$ cat config.mk
export PLATFORM = sky130hd
export DESIGN_NAME = aes128_ksched_bidir
export DESIGN_NICKNAME = d
export VERILOG_FILES = /design/src/rtl/aes128_ksched_bidir.sv
export SDC_FILE = /design/constraint.sdc
export NUM_CORES = 1
export LEC_CHECK = 0
export ABC_AREA = 1
export CORE_MARGIN = 4
export CORE_UTILIZATION = 40
export CTS_CLUSTER_SIZE = 16
export DETAILED_ROUTE_END_ITERATION = 10
export GPL_TIMING_DRIVEN = 0
export HOLD_SLACK_MARGIN = 0.15
export PLACE_DENSITY_LB_ADDON = 0.1
export SETUP_SLACK_MARGIN = 0.1
export SLEW_MARGIN = 20
export SYNTH_ARGS = -nofsm -noshare
export SYNTH_HDL_FRONTEND = slang
export SYNTH_SLANG_ARGS = --single-unit
$ cat constraint.sdc
create_clock -name clk -period 16.6 [get_ports clk]
set_clock_uncertainty 0.2 [all_clocks]
set_input_delay 2.49 -clock clk [delete_from_list [all_inputs] [get_ports clk]]
set_output_delay 2.49 -clock clk [all_outputs]
set_load 0.01 [all_outputs]
$ cat src/rtl/aes128_ksched_bidir.sv
// AES-128 key-schedule engine: walks round keys forward (1..10) or backward (9..0)
// with one time-multiplexed forward S-box, emitting one key per valid/ready handshake.
module aes128_ksched_bidir (
    input  logic         clk,
    input  logic         syn_rst,
    input  logic         in_valid,
    output logic         in_ready,
    input  logic [127:0] in_key,
    input  logic         in_inverse,
    output logic         out_valid,
    input  logic         out_ready,
    output logic [127:0] out_key,
    output logic [3:0]   out_round,
    output logic         out_last
);
    typedef enum logic [1:0] {IDLE, SUB, UPD, OUT} state_t;

    function automatic logic [7:0] xtime(input logic [7:0] a);
        return {a[6:0], 1'b0} ^ (a[7] ? 8'h1b : 8'h00);
    endfunction

    function automatic logic [7:0] gf_mul(input logic [7:0] a, input logic [7:0] b);
        logic [7:0] p;
        logic [7:0] x;
        p = '0;
        x = a;
        for (int unsigned i = 0; i < 8; i++) begin
            if (b[i]) p = p ^ x;
            x = xtime(x);
        end
        return p;
    endfunction

    // x^254 is the GF(2^8) inverse (0 maps to 0); the affine transform follows
    function automatic logic [7:0] sbox(input logic [7:0] x);
        logic [7:0] sq;
        logic [7:0] inv;
        sq  = x;
        inv = 8'h01;
        for (int unsigned i = 1; i < 8; i++) begin
            sq  = gf_mul(sq, sq);
            inv = gf_mul(inv, sq);
        end
        return inv ^ {inv[6:0], inv[7]} ^ {inv[5:0], inv[7:6]}
                   ^ {inv[4:0], inv[7:5]} ^ {inv[3:0], inv[7:4]} ^ 8'h63;
    endfunction

    state_t       state_q, state_d;
    logic [127:0] key_q, key_d;
    logic [31:0]  sub_q, sub_d;
    logic [7:0]   rcon_q, rcon_d;
    logic [3:0]   round_q, round_d;
    logic [1:0]   cnt_q, cnt_d;
    logic         inv_q, inv_d;
    logic         in_ready_q, in_ready_d;
    logic         out_valid_q, out_valid_d;
    logic         out_last_q, out_last_d;

    logic [31:0]  w0, w1, w2, w3;
    logic [31:0]  src_word, rc_word;
    logic [31:0]  n0, n1, n2, n3;
    logic [7:0]   sbox_in, sbox_out;
    logic [127:0] key_fwd, key_inv;

    always_comb begin
        w0 = key_q[127:96];
        w1 = key_q[95:64];
        w2 = key_q[63:32];
        w3 = key_q[31:0];
        // Inverse mode recovers the previous key's last word as w7 ^ w6
        src_word = inv_q ? (w3 ^ w2) : w3;
        case (cnt_q)
            2'd0:    sbox_in = src_word[23:16];
            2'd1:    sbox_in = src_word[15:8];
            2'd2:    sbox_in = src_word[7:0];
            default: sbox_in = src_word[31:24];
        endcase
        sbox_out = sbox(sbox_in);
        rc_word  = {rcon_q, 24'h000000};
        n0 = w0 ^ sub_q ^ rc_word;
        n1 = w1 ^ n0;
        n2 = w2 ^ n1;
        n3 = w3 ^ n2;
        key_fwd = {n0, n1, n2, n3};
        key_inv = {w0 ^ sub_q ^ rc_word, w1 ^ w0, w2 ^ w1, w3 ^ w2};
    end

    always_comb begin
        state_d     = state_q;
        key_d       = key_q;
        sub_d       = sub_q;
        rcon_d      = rcon_q;
        round_d     = round_q;
        cnt_d       = cnt_q;
        inv_d       = inv_q;
        in_ready_d  = in_ready_q;
        out_valid_d = out_valid_q;
        out_last_d  = out_last_q;
        case (state_q)
            IDLE: begin
                if (in_valid && in_ready_q) begin
                    state_d    = SUB;
                    key_d      = in_key;
                    inv_d      = in_inverse;
                    rcon_d     = in_inverse ? 8'h36 : 8'h01;
                    round_d    = in_inverse ? 4'd10 : 4'd0;
                    cnt_d      = '0;
                    in_ready_d = 1'b0;
                end
            end
            SUB: begin
                case (cnt_q)
                    2'd0:    sub_d[31:24] = sbox_out;
                    2'd1:    sub_d[23:16] = sbox_out;
                    2'd2:    sub_d[15:8]  = sbox_out;
                    default: sub_d[7:0]   = sbox_out;
                endcase
                cnt_d = cnt_q + 2'd1;
                if (cnt_q == 2'd3) state_d = UPD;
            end
            UPD: begin
                state_d     = OUT;
                out_valid_d = 1'b1;
                if (inv_q) begin
                    key_d      = key_inv;
                    round_d    = round_q - 4'd1;
                    rcon_d     = (rcon_q == 8'h1b) ? 8'h80 : {1'b0, rcon_q[7:1]};
                    out_last_d = (round_q == 4'd1);
                end else begin
                    key_d      = key_fwd;
                    round_d    = round_q + 4'd1;
                    rcon_d     = xtime(rcon_q);
                    out_last_d = (round_q == 4'd9);
                end
            end
            default: begin
                if (out_ready) begin
                    out_valid_d = 1'b0;
                    out_last_d  = 1'b0;
                    cnt_d       = '0;
                    if (out_last_q) begin
                        state_d    = IDLE;
                        in_ready_d = 1'b1;
                    end else begin
                        state_d = SUB;
                    end
                end
            end
        endcase
    end

    always_ff @(posedge clk) begin
        if (syn_rst) begin
            state_q     <= IDLE;
            key_q       <= '0;
            sub_q       <= '0;
            rcon_q      <= '0;
            round_q     <= '0;
            cnt_q       <= '0;
            inv_q       <= 1'b0;
            in_ready_q  <= 1'b1;
            out_valid_q <= 1'b0;
            out_last_q  <= 1'b0;
        end else begin
            state_q     <= state_d;
            key_q       <= key_d;
            sub_q       <= sub_d;
            rcon_q      <= rcon_d;
            round_q     <= round_d;
            cnt_q       <= cnt_d;
            inv_q       <= inv_d;
            in_ready_q  <= in_ready_d;
            out_valid_q <= out_valid_d;
            out_last_q  <= out_last_d;
        end
    end

    // Reset overrides both handshakes in the cycle it is asserted
    assign in_ready  = in_ready_q & ~syn_rst;
    assign out_valid = out_valid_q & ~syn_rst;
    assign out_key   = key_q;
    assign out_round = round_q;
    assign out_last  = out_last_q;
endmodule

# After elaboration in Yosys (flattened, before gate mapping)

Cells that the tools add are included.

Input bits: 133
Flip-flop bits (word level): 180
Output and inout bits: 135
Word-level logic and storage cells: 492

Bitwise logic cells: 210
Eq/ne operators: 10
Reduce and logical (&&, ||, !) cells: 22
Mux-type cells: 234
$add $sub $neg: 3

Operators by type and width:

| cell                                           | number |
|---|---|
| two-way mux 8 bit                              | 108 |
| XOR 8 bit                                      | 95 |
| XOR 8 x 5 -> 8 bit                             | 92 |
| two-way mux 5 bit                              | 93 |
| case mux 128 bit (2 select lines)              | 1 |
| XOR 32 bit                                     | 8 |
| two-way mux 128 bit                            | 1 |
| two-way mux 96 bit                             | 1 |
| two-way mux 32 bit                             | 1 |
| case mux 8 bit (3 select lines)                | 1 |
| two-way mux 4 bit                              | 4 |
| case mux 8 bit (2 select lines)                | 1 |
| AND reduction 2 bit                            | 7 |
| two-way mux 2 bit                              | 6 |
| two-way mux 6 bit                              | 2 |
| case mux 2 bit (3 select lines)                | 2 |
| == test 8 x 5 -> 1 bit (second input constant) | 1 |
| case mux 4 bit (2 select lines)                | 1 |
| nonzero test 2 bit                             | 4 |
| two-way mux 1 bit                              | 7 |
| two-way mux 7 bit                              | 1 |
| NOT 1 bit (first input constant)               | 7 |
| == test 2 bit (second input constant)          | 3 |
| case mux 1 bit (2 select lines)                | 3 |
| other kinds (19)                               | 29 |

# Longest topological paths before layout

Gate-level depths: netlist (run 1).

Word-level depth: 135
Mapped depth: 138
Depth with buffers taken out: 133

# Least setup slack after synthesis (run 1)

OpenSTA, ideal clock, no wires.

Kind: register -> register
From: reg cnt_q[0]
To: reg sub_q[10]
Data arrival time: 12.637 ns
Clock period less this slack: 12.946 ns
Setup time: 0.109 ns
Required time: 16.291 ns
Stages on the path, launching flop included: 109
Path slack: 3.654 ns
Buffers on the path: 10
Cells stage by stage: dfxtp_1 > inv_1 > ha_1 > bufinv_8 > a21oi_2 > nand2_1 > nand2_1 > nor2_2 > nor2_8 > clkbuf_8 > ha_1 > inv_1 > nand2_2 > nand2_1 > nand2_1 > a21oi_1 > nand2_1 > nand3_1 > [... 73 more ...] > nand3_2 > nand2_2 > nand2_2 > nand2_2 > nor2_1 > xor2_1 > nand2_1 > nand2_1 > nand2_1 > nand2_1 > xor2_2 > nand2_1 > nand3_2 > nand2_1 > nand2_2 > nand3_1 > nand2_1 > inv_1

Word-level cells in the longest chain between the ends: 130
Elaborated cells between the ends (all ways): 394
Classes of those cells: eq/ne (2); mux (204); bitwise (186); reduce/logical (2)

Ends and longest elaborated chain:

| what                                                   | line    | source |
|---|---|---|
| from (decl)                                            | 53      | `logic [1:0] cnt_q, cnt_d;` |
| from (signal assigned)                                 | 170     | `cnt_q <= cnt_d;` |
| == test 2 bit (tied with other cells)                  | 72, 112 |  |
| case mux 8 bit (3 select lines)                        | 72      | `case (cnt_q)` |
| two-way mux 5 bit (tied with other cells)              | 19      | `return {a[6:0], 1'b0} ^ (a[7] ? 8'h1b : 8'h00);` |
| XOR 8 x 5 -> 8 bit / XOR 8 bit (equally long branches) | 19, 28  |  |
| XOR 8 bit / two-way mux 8 bit (equally long branches)  | 28      | `if (b[i]) p = p ^ x;` |
| two-way mux 8 bit / XOR 8 bit (equally long branches)  | 28      |  |
| XOR 8 bit / two-way mux 8 bit (equally long branches)  | 28      |  |
| two-way mux 8 bit / XOR 8 bit (equally long branches)  | 28      |  |
| [... 112 more ...]                                     | n/a     |  |
| XOR 8 bit                                              | 28      |  |
| two-way mux 8 bit                                      | 28      |  |
| XOR 8 bit                                              | 28      |  |
| two-way mux 8 bit                                      | 28      |  |
| XOR 8 bit                                              | 28      |  |
| two-way mux 8 bit                                      | 28      |  |
| XOR 8 bit (2 in series)                                | 44      | `return inv ^ {inv[6:0], inv[7]} ^ {inv[5:0], inv[7:6]}` |
| XOR 8 bit (2 in series)                                | 45      | `^ {inv[4:0], inv[7:5]} ^ {inv[3:0], inv[7:4]} ^ 8'h63;` |
| to (signal assigned)                                   | 167     | `sub_q <= sub_d;` |
| to (decl)                                              | 50      | `logic [31:0] sub_q, sub_d;` |

Parallel ways exist; a longest one is shown, timed or not.
A chain may end at the register's enable or synchronous reset.

# Final worst setup path (run 1)

From: reg cnt_q[1]
To: reg sub_q[26]

Word-level cells in the longest chain between the ends: 130
Elaborated cells between the ends (all ways): 394
Classes of those cells: eq/ne (2); mux (204); bitwise (186); reduce/logical (2)

Ends and longest elaborated chain:

| what                                                   | line |
|---|---|
| == test 2 bit (tied with other cells)                  | 72 |
| case mux 8 bit (3 select lines)                        | 72 |
| two-way mux 5 bit (tied with other cells)              | 19 |
| XOR 8 x 5 -> 8 bit / XOR 8 bit (equally long branches) | 19, 28 |
| XOR 8 bit / two-way mux 8 bit (equally long branches)  | 28 |
| two-way mux 8 bit / XOR 8 bit (equally long branches)  | 28 |
| XOR 8 bit / two-way mux 8 bit (equally long branches)  | 28 |
| two-way mux 8 bit / XOR 8 bit (equally long branches)  | 28 |
| [... 112 more ...]                                     | n/a |
| XOR 8 bit                                              | 28 |
| two-way mux 8 bit                                      | 28 |
| XOR 8 bit                                              | 28 |
| two-way mux 8 bit                                      | 28 |
| XOR 8 bit                                              | 28 |
| two-way mux 8 bit                                      | 28 |
| XOR 8 bit (2 in series)                                | 44 |
| XOR 8 bit (2 in series)                                | 45 |

Parallel ways exist; a longest one is shown, timed or not.

==> impl_metrics.csv, run 1 <==
group,metric,value,unit
critical_path,critical_path.max_fanout,10,
detailed_routing,first_pass_iters,6,
sta,worst_pin_slew,1.04,ns
critical_path,path_common_cell,"nand2_1",
sta,max-slew-margin-rel,30.8,%
floorplan,ios,268,
detailed_routing,wl_met1,58800,um
hold_path,hp-class,"reg -> reg",
synthesis,synth_area_leaders,"nand2_1, nand3_1, dfxtp_1, inv_1, nand2_2",
critical_path,slowest_stage,"xor2_2",
detailed_routing,drt_iter0_drc,3908,
floorplan,die_area,85600,sq um
sta,layout_min_cycle_time,15.25,ns
critical_path,cp.required,16.74,ns
place,hpwl,106000,um
critical_path,crit_path_end_kind,"flop",
sta,timing.final.crit_share,91.9,%
clock_tree,insertion_delay,0.45,ns
critical_path,critPathArrivalTime,15.40,ns
detailed_routing,met3_wirelength,10900,um
final_layout,nFillCells,8720,
sta,hold_viol_final,0,
global_routing,grt.overflow.total,0,
critical_path,max_stage_delay,0.38,ns
synthesis,syn-cell-area,32400,sq um
clock_tree,cts_tree,"built",
global_routing,grt_max_degree,17,
synthesis,synth_fp_nets,5848,
synthesis,synth-edff-count,0,
detailed_routing,via_count,37900,
clock_tree,cts_sinks,180,
synthesis,yosysTopAreaCellShare,22.8,%
floorplan,core_area,80400,sq um
place,routabilityCongestion,0.973,
clock_tree,htree_levels,4,
global_routing,grt_pass1_wl,198000,um
final_layout,final_cell_mix,"nand2_1, nand3_1, inv_1, nor2_1, nand2_2",
sta,fin_setup_tns,0,ns
detailed_routing,drt_wl_total,132000,um
synthesis,ys.flop_type,"dfxtp_1",
clock_tree,clockBufferDepth,2,
floorplan,die_w,293,um
floorplan,num_rows,104,
synthesis,ys_types,67,
detailed_routing,viasPerCell,5.36,
global_routing,grt.total_usage,29.1,%
detailed_routing,drc,0,
final_layout,drive_gt1_share,14.6,%
critical_path,path_class,"reg -> reg",
detailed_routing,maxUsedRoutingLayer,"met4",
synthesis,yosysTopAreaCell,"nand2_1",
detailed_routing,wire_per_inst,18.6,um
final_layout,area_growth_syn_to_layout,15.2,%
synthesis,async_flop_share,0,%
final_layout,layout.nets,6141,
clock_tree,postCtsHoldBufs,0,
critical_path,start_kind,"flop",
synthesis,netlist_instances,5697,
global_routing,antenna_found_initial,11,
sta,setup_viol,0,
synthesis,yosysWarnings,0,
detailed_routing,ant_nets,0,
flow_run,drv_cap,0,
synthesis,yosysSeqAreaShare,11.1,%
floorplan,initial_core_util,40.3,%
clock_tree,cts-buffers-inserted,17,
place,port_buffers,267,
synthesis,synth_seq_cells,180,
final_layout,final_common_cell,"nand2_1",
status,status,"completed",
sta,grt_setup_unrepaired,"false",
global_routing,grt_pass1_vias,33300,
clock_tree,clk_pin_slew,0.08,ns
detailed_routing,route.met2.wl,58400,um
sta,final_max_slew_viol_count,0,
clock_tree,root_buffer,"clkbuf_16",
floorplan,fp.dieH,293,um
synthesis,syn_avg_cell_area,5.69,sq um
sta,fmax,65.6,MHz
final_layout,final_util,46.4,%
==> final cells by class <==
cell class | instances | area [sq um] | area share (%)
clock inverters | 13 | 224 | 0.600
well taps | 1060 | 1330 | 3.55
diodes | 9 | 22.5 | 0.0603
flip-flops and latches | 180 | 3600 | 9.66
clock buffers | 18 | 429 | 1.15
repair buffers | 274 | 2730 | 7.30
multi-input cells | 4668 | 24800 | 66.5
inverters | 645 | 2550 | 6.82
plain buffers | 204 | 1630 | 4.36
==> through the flow <==
stage / hold slack [ns] / instances / cell area [sq um] / worst slack, ns
after CTS: 0.304 / 7055 / 37100 / 0.593
after detailed placement: 0.293 / 7024 / 36400 / 0.658
after global routing: 0.335 / 7070 / 37300 / 0.0683
final: 0.309 / 7071 / 37300 / 1.35
after global placement: 0.276 / 7024 / 36400 / 0.623
after floorplan: 0.261 / 5697 / 32400 / 3.65
==> cell usage after synthesis (all sizes together), types with 2 or more instances <==
cell and number:
nand2 2343, nand3 798, inv 626, nor2 370
a21oi 299, o21ai 226, xor2 186, dfxtp 180
xnor2 133, clkbuf 106, buf 97, nand4 72
o211ai 66, nand3b 55, a221oi 40, ha 18
clkinv 16, or2 15, a31oi 10, o22ai 7
o21bai 6, nor3 5, a21o 4, a211oi 3
bufinv 3, nand2b 3, nor4 2, xor3 2
==> worst paths after layout <==
path	startpoint	end	slack [ns]	cells after the start
worst max register to register	cnt_q[1]	sub_q[26]	1.35	109
worst min-delay path	out_key[40]	out_key[40]	0.31	2
worst max-delay path	cnt_q[1]	sub_q[26]	1.35	109
worst min register to register	out_key[40]	out_key[40]	0.31	2
==> kinds of logic after synthesis <==
family                   share of synthesized area, %
AO/OA/AOI/OAI                                    11.9
XOR/XNOR                                         9.80
adder cells (fa/ha/maj)                         0.695
buffers and inverters                            12.8
flip-flops                                       11.1
AND/OR/NAND/NOR                                  53.7
==> flip-flops by register name, indices dropped and copies added (netlist names) <==
name / cells
cnt_q: 2
in_ready_q: 1
inv_q: 1
out_key: 128
out_last: 1
out_round: 4
out_valid_q: 1
rcon_q: 8
state_q: 2
sub_q: 32
==> routing by layer <==
metal,track usage [%],vias up
met3,3.59,181
met1,41.4,17300
met4,7.47,0
li1,-,18900
met5,0,-
met2,46.5,1547
==> worst max-delay path, delay by kind of cell (launching register included) <==
| kind | cells | cell delay, ns |
|---|---|---|
| AOI/OAI and AO/OA | 2 | 0.28 |
| xor gates and xnor gates | 12 | 2.63 |
| adders and majority gates | 6 | 1.85 |
| buffers and inverters | 23 | 2.86 |
| DFF | 1 | 0.33 |
| and+or+nand+nor | 66 | 6.95 |
==> repair_timing <==
item | 4_1_cts | 5_1_grt
setup buffers | 0 | 7
resized for setup | 0 | 47
endpoints found under the setup margin | 0 | 32
Power of run 1 is left out: the tool's default activity adds up to more than one toggle a clock period on the data nets, which glitch-free logic cannot reach.
==> run 2: changes to the inputs <==
HOLD_SLACK_MARGIN = 0.12   (was 0.15)
==> results of run 2 <==
Final layout, timing and power as in run 1 (identical DEF).
Power of run 2 is left out for the same reason.
